<file path="src/rtl/mouse_pos_sync.sv">
// mouse_pos_sync: synchroniser and stability filter for mouse position/button; define MOUSE_POS_CLAMP_EN to clamp position to X_MAX/Y_MAX
module mouse_pos_sync #(
    parameter int DATA_WIDTH    = 12,
    parameter int SYNC_STAGES   = 2,
    parameter int STABLE_CYCLES = 4,
    parameter int X_MAX         = 799,
    parameter int Y_MAX         = 599
) (
    input  logic                  clk,
    input  logic                  rst,
    input  logic [DATA_WIDTH-1:0] xpos,
    input  logic [DATA_WIDTH-1:0] ypos,
    input  logic                  left,
    output logic [DATA_WIDTH-1:0] xpos_out,
    output logic [DATA_WIDTH-1:0] ypos_out,
    output logic                  left_out,
    output logic                  pos_update
);
`ifdef MOUSE_POS_CLAMP_EN
    localparam bit CLAMP = 1'b1;
`else
    localparam bit CLAMP = 1'b0;
`endif
    localparam int CW = $clog2(STABLE_CYCLES + 1);
    localparam logic [CW-1:0] CNT_LAST = CW'(STABLE_CYCLES - 1);
    localparam logic [CW-1:0] CNT_SAT = CW'(STABLE_CYCLES);
    localparam logic [DATA_WIDTH-1:0] XM = DATA_WIDTH'(X_MAX);
    localparam logic [DATA_WIDTH-1:0] YM = DATA_WIDTH'(Y_MAX);
    logic [DATA_WIDTH-1:0] sx [SYNC_STAGES];
    logic [DATA_WIDTH-1:0] sy [SYNC_STAGES];
    logic [SYNC_STAGES-1:0] sl;
    logic [DATA_WIDTH-1:0] c_x, c_y, cand_x, cand_y;
    logic [CW-1:0] cnt;
    assign left_out = sl[SYNC_STAGES-1];
    // clamp limits apply only to the last sync stage, before candidate comparison
    always_comb begin
        c_x = (CLAMP && sx[SYNC_STAGES-1] > XM) ? XM : sx[SYNC_STAGES-1];
        c_y = (CLAMP && sy[SYNC_STAGES-1] > YM) ? YM : sy[SYNC_STAGES-1];
    end
    // multi-stage synchroniser for position and button
    always_ff @(posedge clk) begin
        if (rst) begin
            for (int i = 0; i < SYNC_STAGES; i++) begin
                sx[i] <= '0;
                sy[i] <= '0;
            end
            sl <= '0;
        end else begin
            sx[0] <= xpos;
            sy[0] <= ypos;
            for (int i = 1; i < SYNC_STAGES; i++) begin
                sx[i] <= sx[i-1];
                sy[i] <= sy[i-1];
            end
            sl <= {sl[SYNC_STAGES-2:0], left};
        end
    end
    // stability filter: commit a candidate after it stays unchanged long enough, pulse on real change
    always_ff @(posedge clk) begin
        if (rst) begin
            cand_x     <= '0;
            cand_y     <= '0;
            cnt        <= '0;
            xpos_out   <= '0;
            ypos_out   <= '0;
            pos_update <= 1'b0;
        end else begin
            pos_update <= 1'b0;
            if ({c_x, c_y} != {cand_x, cand_y}) begin
                cand_x <= c_x;
                cand_y <= c_y;
                cnt    <= '0;
            end else if (cnt < CNT_LAST) begin
                cnt <= cnt + 1'b1;
            end else if (cnt == CNT_LAST) begin
                cnt        <= CNT_SAT;
                xpos_out   <= cand_x;
                ypos_out   <= cand_y;
                pos_update <= {cand_x, cand_y} != {xpos_out, ypos_out};
            end
        end
    end
endmodule

</file>
<file path="config.mk">
export PLATFORM = sky130hd
export DESIGN_NAME = mouse_pos_sync
export DESIGN_NICKNAME = d
export VERILOG_FILES = /design/src/rtl/mouse_pos_sync.sv
export SDC_FILE = /design/constraint.sdc
export NUM_CORES = 1
export LEC_CHECK = 0
export ABC_CLOCK_PERIOD_IN_PS = 1800
export CAP_MARGIN = 30
export CORE_MARGIN = 4
export CORE_UTILIZATION = 45
export CTS_BUF_LIST = sky130_fd_sc_hd__clkbuf_4
export CTS_CLUSTER_SIZE = 25
export DETAILED_ROUTE_END_ITERATION = 10
export HOLD_SLACK_MARGIN = 0.05
export PLACE_DENSITY_LB_ADDON = 0.3
export REMOVE_ABC_BUFFERS = 1
export SYNTH_ARGS = -nofsm -noshare
export SYNTH_HDL_FRONTEND = slang
export SYNTH_SLANG_ARGS = --single-unit
</file>
<file path="constraint.sdc">
create_clock -name clk -period 1.8 [get_ports clk]
set_input_delay 0.36 -clock clk [delete_from_list [all_inputs] [get_ports clk]]
set_output_delay 0.36 -clock clk [all_outputs]
set_load 0.01 [all_outputs]
</file>
After elaboration in Yosys (flattened, before gate mapping)
Memories as Yosys holds them, arrays and structs flattened. Index checks and enable logic that the tools add are counted.

Flip-flop bits (word level): 54. Bits in writable memories: 48. Input port bits: 27. Logic and storage cells: 34. Memories: 2.

Memory list: sx (words 2, width 12, read ports 2, clocked after Yosys merged registers in 0, write ports 2, line 29) `logic [DATA_WIDTH-1:0] sx [SYNC_STAGES];`; sy (words 2, width 12, read ports 2, clocked after Yosys merged registers in 0, write ports 2, line 30) `logic [DATA_WIDTH-1:0] sy [SYNC_STAGES];`.

Add/subtract/negate cells: 1. Order comparisons: 1. Equal/unequal tests: 3. Mux-type cells: 9. Bitwise gates (word level): 7. Reductions and logical operators: 4.

Operator list (count): $mux 12 (4); $ne 24x24->1 (2); $mux 3 (2); $or 1x1->1 (4); $reduce_or 4->1 (1); $add 3x1->3 const B (1); $eq 3x2->1 const B (1); $lt 3x2->1 const B (1); $mux 1 (3); $not 1->1 (3); $reduce_and 3->1 (1); $reduce_bool 2->1 (1); $reduce_or 2->1 (1).

Logic depth before layout (Yosys ltp)
Gate-level depths: netlist (run 1).

Depth after elaboration: 3. Depth in mapped cells: 7. Depth with buffers taken out: 6.

Worst setup path before layout (run 1)
Ideal clock, no wire load.

Kind: reg2reg. Start point: reg cand_x[9]. End point: reg xpos_out[1]. Setup time: 0.132 ns. Arrival: 1.500 ns. Setup slack: 0.167 ns. Stages on the path, launching flop included: 7. Path buffers: 1. Cells stage by stage: dfxtp_1 xnor2_1 nand4_1 or4_4 clkbuf_2 o21ai_0 a21oi_1.

Cells in the longest elaborated chain, start to end: 3.

RTL lines: start: declaration (line 32) `logic [DATA_WIDTH-1:0] c_x, c_y, cand_x, cand_y;`; start signal: assignment (line 61) `cand_x <= '0;`; start signal: assignment (line 70) `cand_x <= c_x;`; $ne 24x24->1 (line 69) `if ({c_x, c_y} != {cand_x, cand_y}) begin`; $not 1->1 (no source line); $reduce_and 3->1 (no source line); end signal: assignment (line 77) `xpos_out <= cand_x;`; end: declaration (line 14) `output logic [DATA_WIDTH-1:0] xpos_out,`.

No other way between the ends. A chain may end at the register's enable or synchronous reset.

Final worst setup path (run 1)
Start point: reg cand_x[2]. End point: reg xpos_out[10].

Same word-level chain as after synthesis.

==> results of run 1 <==
-- critical path, cell delays in order, from the launching register on --
cell and delay (ns):
dfxtp_2 0.37, xnor2_2 0.15, nand4_1 0.24, buf_4 0.22
or4_4 0.48, o21ai_0 0.18, a21oi_1 0.08
-- cell type report --
| class | instances | share of cell area, % |
|---|---|---|
| clock buffer | 9 | 1.42 |
| inverter | 2 | 0.157 |
| clock inverter | 7 | 1.31 |
| sequential | 102 | 44.1 |
| timing repair buffer | 83 | 16.3 |
| multi-input combinational | 233 | 34.0 |
| tap | 102 | 2.68 |
-- power by group --
group / switching (W) / total [W] / internal (W)
logic: 0.000160 / 0.000341 / 0.000181
registers: 0.0000339 / 0.00236 / 0.00232
clock network: 0.000791 / 0.00111 / 0.000316
-- per-layer routing --
layer | global-route usage (%) | part of all wire (%)
met2 | 25.6 | 50
met5 | 0 | 0
met3 | 4.79 | 6.8
met4 | 5.57 | 1.8
met1 | 17.3 | 42
-- final timing paths --
| kind | startpoint | to | cells past startpoint |
|---|---|---|---|
| worst max-delay path | cand_x[2] | xpos_out[10] | 6 |
| worst min-delay path | rst | sl[1] | 2 |
| worst max register to register | cand_x[2] | xpos_out[10] | 6 |
| worst min register to register | sy[0][6] | sy[0][18] | 1 |
-- per-stage QoR --
stage          power (W)  instance area (µm²)
5_1_grt          0.00396                 4770
6_report         0.00380                 4770
3_5_place_dp     0.00271                 4370
3_3_place_gp     0.00270                 4370
4_1_cts          0.00381                 4540
2_1_floorplan    0.00254                 3570
-- synthesized netlist by cell type --
cell type,instances
nor3b_1,1
or4_4,1
ha_1,2
and4_1,1
dfxtp_1,102
nand4_1,30
nor4_2,2
o21ai_1,11
clkbuf_1,15
xor2_1,32
o21ai_0,13
buf_6,3
nor2b_1,74
nand3b_4,1
buf_2,2
xnor2_1,16
a21oi_1,27
nor4_1,7
nand2_1,2
a31oi_1,1
clkbuf_2,2
nor2_1,8
inv_1,2
nor3_1,1
-- sequential cells by signal, indices dropped and copies added (netlist names) --
signal / cells
xpos_out: 12
cnt: 3
sy: 24
sl: 2
ypos_out: 12
pos_update: 1
cand_x: 12
sx: 24
cand_y: 12
-- cells by family after synthesis --
kind of cell    count (synthesis)  share of synthesized area [%]
simple gates                  128                           22.0
flops                         102                           55.5
compound gates                 52                           7.11
xor+xnor                       48                           11.4
buf+inv                        24                           3.20
fa+ha+maj                       2                          0.681
-- timing repair --
item | in CTS | in global routing
pin swaps | 1 | 12
setup buffers | 0 | 11
resized for setup | 28 | 52
hold buffers | 0 | 0
endpoints found under the hold margin | 0 | 0
setup endpoints to repair | 48 | 38
cloned | 0 | 3
==> impl_metrics.csv, run 1 <==
group,metric,value,unit
floorplanning,pin_count,53,
sta,fin_hold_ws,0.303,ns
cts,clock-sinks,102,
sta,rsz0062_at_grt,"yes",
logic_synthesis,ys_warn_count,0,
sta,finalSetupViolCount,1,
routing,wl_per_cell,14.0,µm
setup_path,worstPathArrival,2.17,ns
cells_and_area,syn2layout_area_growth,29.7,%
cells_and_area,final_cell_mix,"nor2b_1, dfxtp_1, clkdlybuf4s50_1, dfxtp_2, xor2_1",
sta,tns,-0.0233,ns
cts,cts_max_level,3,
run,cap_violations,0,
grt,grt_pass1_wl,11600,µm
grt,grtUsageTotal,14.9,%
setup_path,path_max_fanout,6,
power,ir_drop,513,µV
power,powerDensity,797,nW/µm²
sta,period_minus_slack,1.82,ns
routing,antenna_left,0,
cells_and_area,drive_above_1_share,25.2,%
sta,period_share,101,%
logic_synthesis,yosysTopAreaCellShare,55.5,%
logic_synthesis,netlist_instances,356,
logic_synthesis,seq_area_frac_synth,55.5,%
routing,dr.pass1.iters,4,
placement,hpwl,4930,µm
hold_path,hold_path.class,"in2reg",
cells_and_area,utilization,60.8,%
logic_synthesis,ys_seq_elements,102,
routing,drc_errors,0,
floorplanning,dieWidth,98.4,µm
cells_and_area,multiInputGateArea,1620,µm²
cts,numCtsBuffers,9,
setup_path,rrSetupSlack,-0.02,ns
cells_and_area,diodes,0,
power,p_leak,2.05,nW
floorplanning,row_count,32,
cells_and_area,regArea,2100,µm²
cts,cts_tree,"done",
status,status,"finished with violations",
sta,fin_ws,-0.0233,ns
routing,drt_wl_total,7530,µm
floorplanning,start_util,46.8,%
logic_synthesis,synth_area_leader_cell,"dfxtp_1",
cts,clk_latency,0.46,ns
grt,grt_antenna_before_repair,0,
sta,tightest_slew,0.421,ns
sta,fmax,548,MHz
placement,place.gp.congestion,0.837,
floorplanning,die_area,9680,µm²
routing,via_per_inst,5.07,
grt,grt-ovfl-total,0,
cells_and_area,n_fill_cell,701,
cells_and_area,mostFrequentLayoutCell,"nor2b_1",
logic_synthesis,syn_avg_cell_area,10.3,µm²
sta,drv_slew,0,
cts,path_clk_slew,0.16,ns
placement,post-place-cells,508,
cts,clockRootBuffer,"clkbuf_4",
sta,hold_viol_final,0,
logic_synthesis,syn_area,3680,µm²
routing,dr_total_vias,2729,
floorplanning,die_h,98.4,µm
setup_path,critPathKind,"reg2reg",
routing,drt_iter0_drc,133,
setup_path,start_kind,"register",
placement,pre_cts_ws,-0.134,ns
grt,grt_pass1_vias,2570,
placement,io_buffers,52,
logic_synthesis,synth.distinct_cells,24,
cells_and_area,nets,460,
status,violations,"negative setup slack",
cells_and_area,instances_no_fill,538,
cts,clockBufferDepth,2,
floorplanning,core-area,7850,µm²
sta,fin_skew,0.0229,ns
logic_synthesis,synth.area.top_cells,"dfxtp_1, nor2b_1, xor2_1, nand4_1, xnor2_1",
setup_path,critPathCaptureType,"register",
sta,slew_headroom,71.9,%
grt,grt_max_degree,47,
setup_path,cp.required,2.15,ns
Note: power is estimated with default switching activity, not from simulation.
==> run 2: changes to the inputs <==
--- a/config.mk
+++ b/config.mk
@@ -5,6 +5,7 @@
 export SDC_FILE = /design/constraint.sdc
 export NUM_CORES = 1
 export LEC_CHECK = 0
+export ABC_AREA = 1
 export ABC_CLOCK_PERIOD_IN_PS = 1800
 export CAP_MARGIN = 30
 export CORE_MARGIN = 4
@@ -14,6 +15,7 @@
 export DETAILED_ROUTE_END_ITERATION = 10
 export HOLD_SLACK_MARGIN = 0.05
 export PLACE_DENSITY_LB_ADDON = 0.3
+export RECOVER_POWER = 100
 export REMOVE_ABC_BUFFERS = 1
 export SYNTH_ARGS = -nofsm -noshare
 export SYNTH_HDL_FRONTEND = slang
==> impl_metrics.csv, run 2 <==
group,metric,value,unit
cts,clockBufferDepth,2,
logic_synthesis,synth-simple-area-share,31.2,%
sta,fin_hold_ws,0.321,ns
setup_path,critPathSlowestCell,"clkdlybuf4s50_1",
floorplanning,die_h,104,µm
grt,grtUsageTotal,16.8,%
setup_path,cp.required,1.44,ns
floorplanning,start_util,46.9,%
cts,cts_max_level,3,
logic_synthesis,synth-xor-area-share,6.12,%
setup_path,max_stage_delay,0.56,ns
status,status,"finished, final reports clean",
setup_path,worst-path-buf-inv,1,
floorplanning,row_count,34,
logic_synthesis,ys_warn_count,0,
cts,clk_latency,0.46,ns
logic_synthesis,synth-compound-area-share,0.904,%
cts,post_cts_resized,3,
hold_path,hold_path.class,"in2reg",
logic_synthesis,ys_seq_elements,102,
floorplanning,die_area,10800,µm²
logic_synthesis,syn_area,4150,µm²
cells_and_area,regArea,2060,µm²
setup_path,r2r_cells,8,
setup_path,worstPathArrival,1.42,ns
cts,path_clk_slew,0.14,ns
logic_synthesis,seq_area_frac_synth,49.2,%
sta,drv_slew,0,
logic_synthesis,synth.distinct_cells,23,
setup_path,critPathKind,"reg2out",
setup_path,rrSetupSlack,0.18,ns
logic_synthesis,synth_flop_cell,"dfxtp_1",
floorplanning,pin_count,53,
cells_and_area,mostFrequentLayoutCell,"nor2_1",
grt,grt_max_degree,55,
logic_synthesis,synth_edf_count,0,
cells_and_area,nets,668,
routing,wl_per_cell,11.7,µm
routing,dr.pass1.iters,5,
logic_synthesis,synth_commonest_cells,"nor2_1, nand2_1, dfxtp_1, inv_1, nand4_1",
routing,via_per_inst,4.68,
sta,tightest_slew,1.06,ns
logic_synthesis,synth.area.top_cells,"dfxtp_1, nor2_1, nand2_1, inv_1, xnor2_1",
sta,slew_headroom,29.2,%
placement,hpwl,6280,µm
run,cap_violations,0,
cells_and_area,final_cell_mix,"nor2_1, nand2_1, dfxtp_1, inv_1, clkdlybuf4s50_1",
cells_and_area,diodes,0,
grt,grt_antenna_before_repair,0,
setup_path,worstPathCellList,"clkdlybuf4s50_1",
cells_and_area,multiInputGateArea,1610,µm²
power,powerDensity,787,nW/µm²
setup_path,path_max_fanout,3,
setup_path,startpoint,"ypos_out[10]",
logic_synthesis,synth_area_leader_cell,"dfxtp_1",
placement,io_buffers,52,
placement,place.gp.congestion,0.891,
sta,finalSetupViolCount,0,
cts,hold_buffers,0,
floorplanning,dieWidth,104,µm
sta,hold_viol_final,0,
routing,antenna_left,0,
setup_path,cp_num_cells,1,
sta,tns,0,ns
logic_synthesis,netlist_instances,583,
power,ir_drop,403,µV
setup_path,worstSetupEndpoint,"ypos_out[10]",
cts,clock-sinks,102,
logic_synthesis,yosysMostFrequentCell,"nor2_1",
cts,numCtsBuffers,9,
power,p_leak,2.21,nW
grt,grt_pass1_wl,15000,µm
cells_and_area,n_fill_cell,851,
setup_path,path_delay_family,"buffers and inverters",
cts,clockRootBuffer,"clkbuf_4",
setup_path,reg2reg_to,"cnt[1]",
sta,fin_skew,0.0158,ns
routing,drc_errors,0,
grt,grt-ovfl-total,0,
logic_synthesis,synth_top_family_by_area,"simple AND/OR/NAND/NOR gates",
sta,rsz0062_at_grt,"no",
routing,dr_total_vias,3519,
sta,period_minus_slack,1.78,ns
sta,period_share,98.9,%
setup_path,start_kind,"register",
cells_and_area,syn2layout_area_growth,19.0,%
logic_synthesis,syn_avg_cell_area,7.12,µm²
setup_path,r2r-start,"cand_x[1]",
logic_synthesis,yosysTopAreaCellShare,49.2,%
logic_synthesis,async_flop_share,0,%
routing,drt_wl_total,8800,µm
floorplanning,core-area,8850,µm²
cells_and_area,reg.largest.list,"sx x24, sy x24",
grt,grt_pass1_vias,3408,
sta,fmax,561,MHz
logic_synthesis,synthAdderAreaFrac,0.603,%
logic_synthesis,synthMuxAreaShare,0,%
setup_path,critPathCaptureType,"output pin",
cts,cts_setup_buffers,0,
cells_and_area,drive_above_1_share,9.63,%
cts,cts_tree,"done",
routing,drt_iter0_drc,118,
## run 2: area by class of cell
type / count / share of cell area [%]
Clock inverter: 7 / 1.32
Sequential cell: 102 / 41.6
Clock buffer: 9 / 1.37
Timing Repair Buffer: 63 / 12.2
Inverter: 108 / 8.20
Tap cell: 108 / 2.73
Multi-Input combinational cell: 355 / 32.5
## run 2: metrics by stage
step / setup slack (ns) / total power (W) / area, µm² / util [%] / instances
finish: 0.0189 / 0.00389 / 4940 / 55.9 / 752
global route: 0.000167 / 0.00407 / 4940 / 55.9 / 752
CTS: 0.0102 / 0.00393 / 4950 / 56.0 / 752
detailed placement: 0.233 / 0.00281 / 4820 / 54.5 / 736
global placement: 0.278 / 0.00280 / 4820 / 54.5 / 736
floorplan: 0.137 / 0.00262 / 4060 / - / 565
## run 2: cell families (layout without fill, tap and decap cells)
| group | count (synthesis) | after routing |
|---|---|---|
| AOI/OAI and AO/OA | 7 | 7 |
| adders and majority gates | 2 | 2 |
| DFF | 102 | 102 |
| and+or+nand+nor | 317 | 317 |
| xor gates and xnor gates | 29 | 29 |
| buffers and inverters | 126 | 187 |
## run 2: report_power, final
group	internal [W]	leakage, nW	switching, W
sequential	0.00232	0.841	0.0000387
clock	0.000412	0.0647	0.000729
combinational	0.000164	1.31	0.000221
total	0.00290	2.21	0.000989
## run 2: worst min-delay path by stage
stage / from / endpoint / slack [ns] / cells after the start
3_5_place_dp: sx[0][6] / sx[0][18] / 0.39 / 2
5_1_grt: rst / ypos_out[1] / 0.38 / 4
3_3_place_gp: sy[0][2] / sy[0][14] / 0.39 / 2
4_1_cts: rst / ypos_out[1] / 0.30 / 4
6_report: rst / ypos_out[1] / 0.32 / 4
2_1_floorplan: sl[0] / sl[1] / 0.39 / 2
## run 2: metal layers
metal,part of all wire (%),global-route usage [%]
met2,47,28.4
met1,45,20.8
met5,0,0
met4,2.7,7.88
met3,5.8,2.86
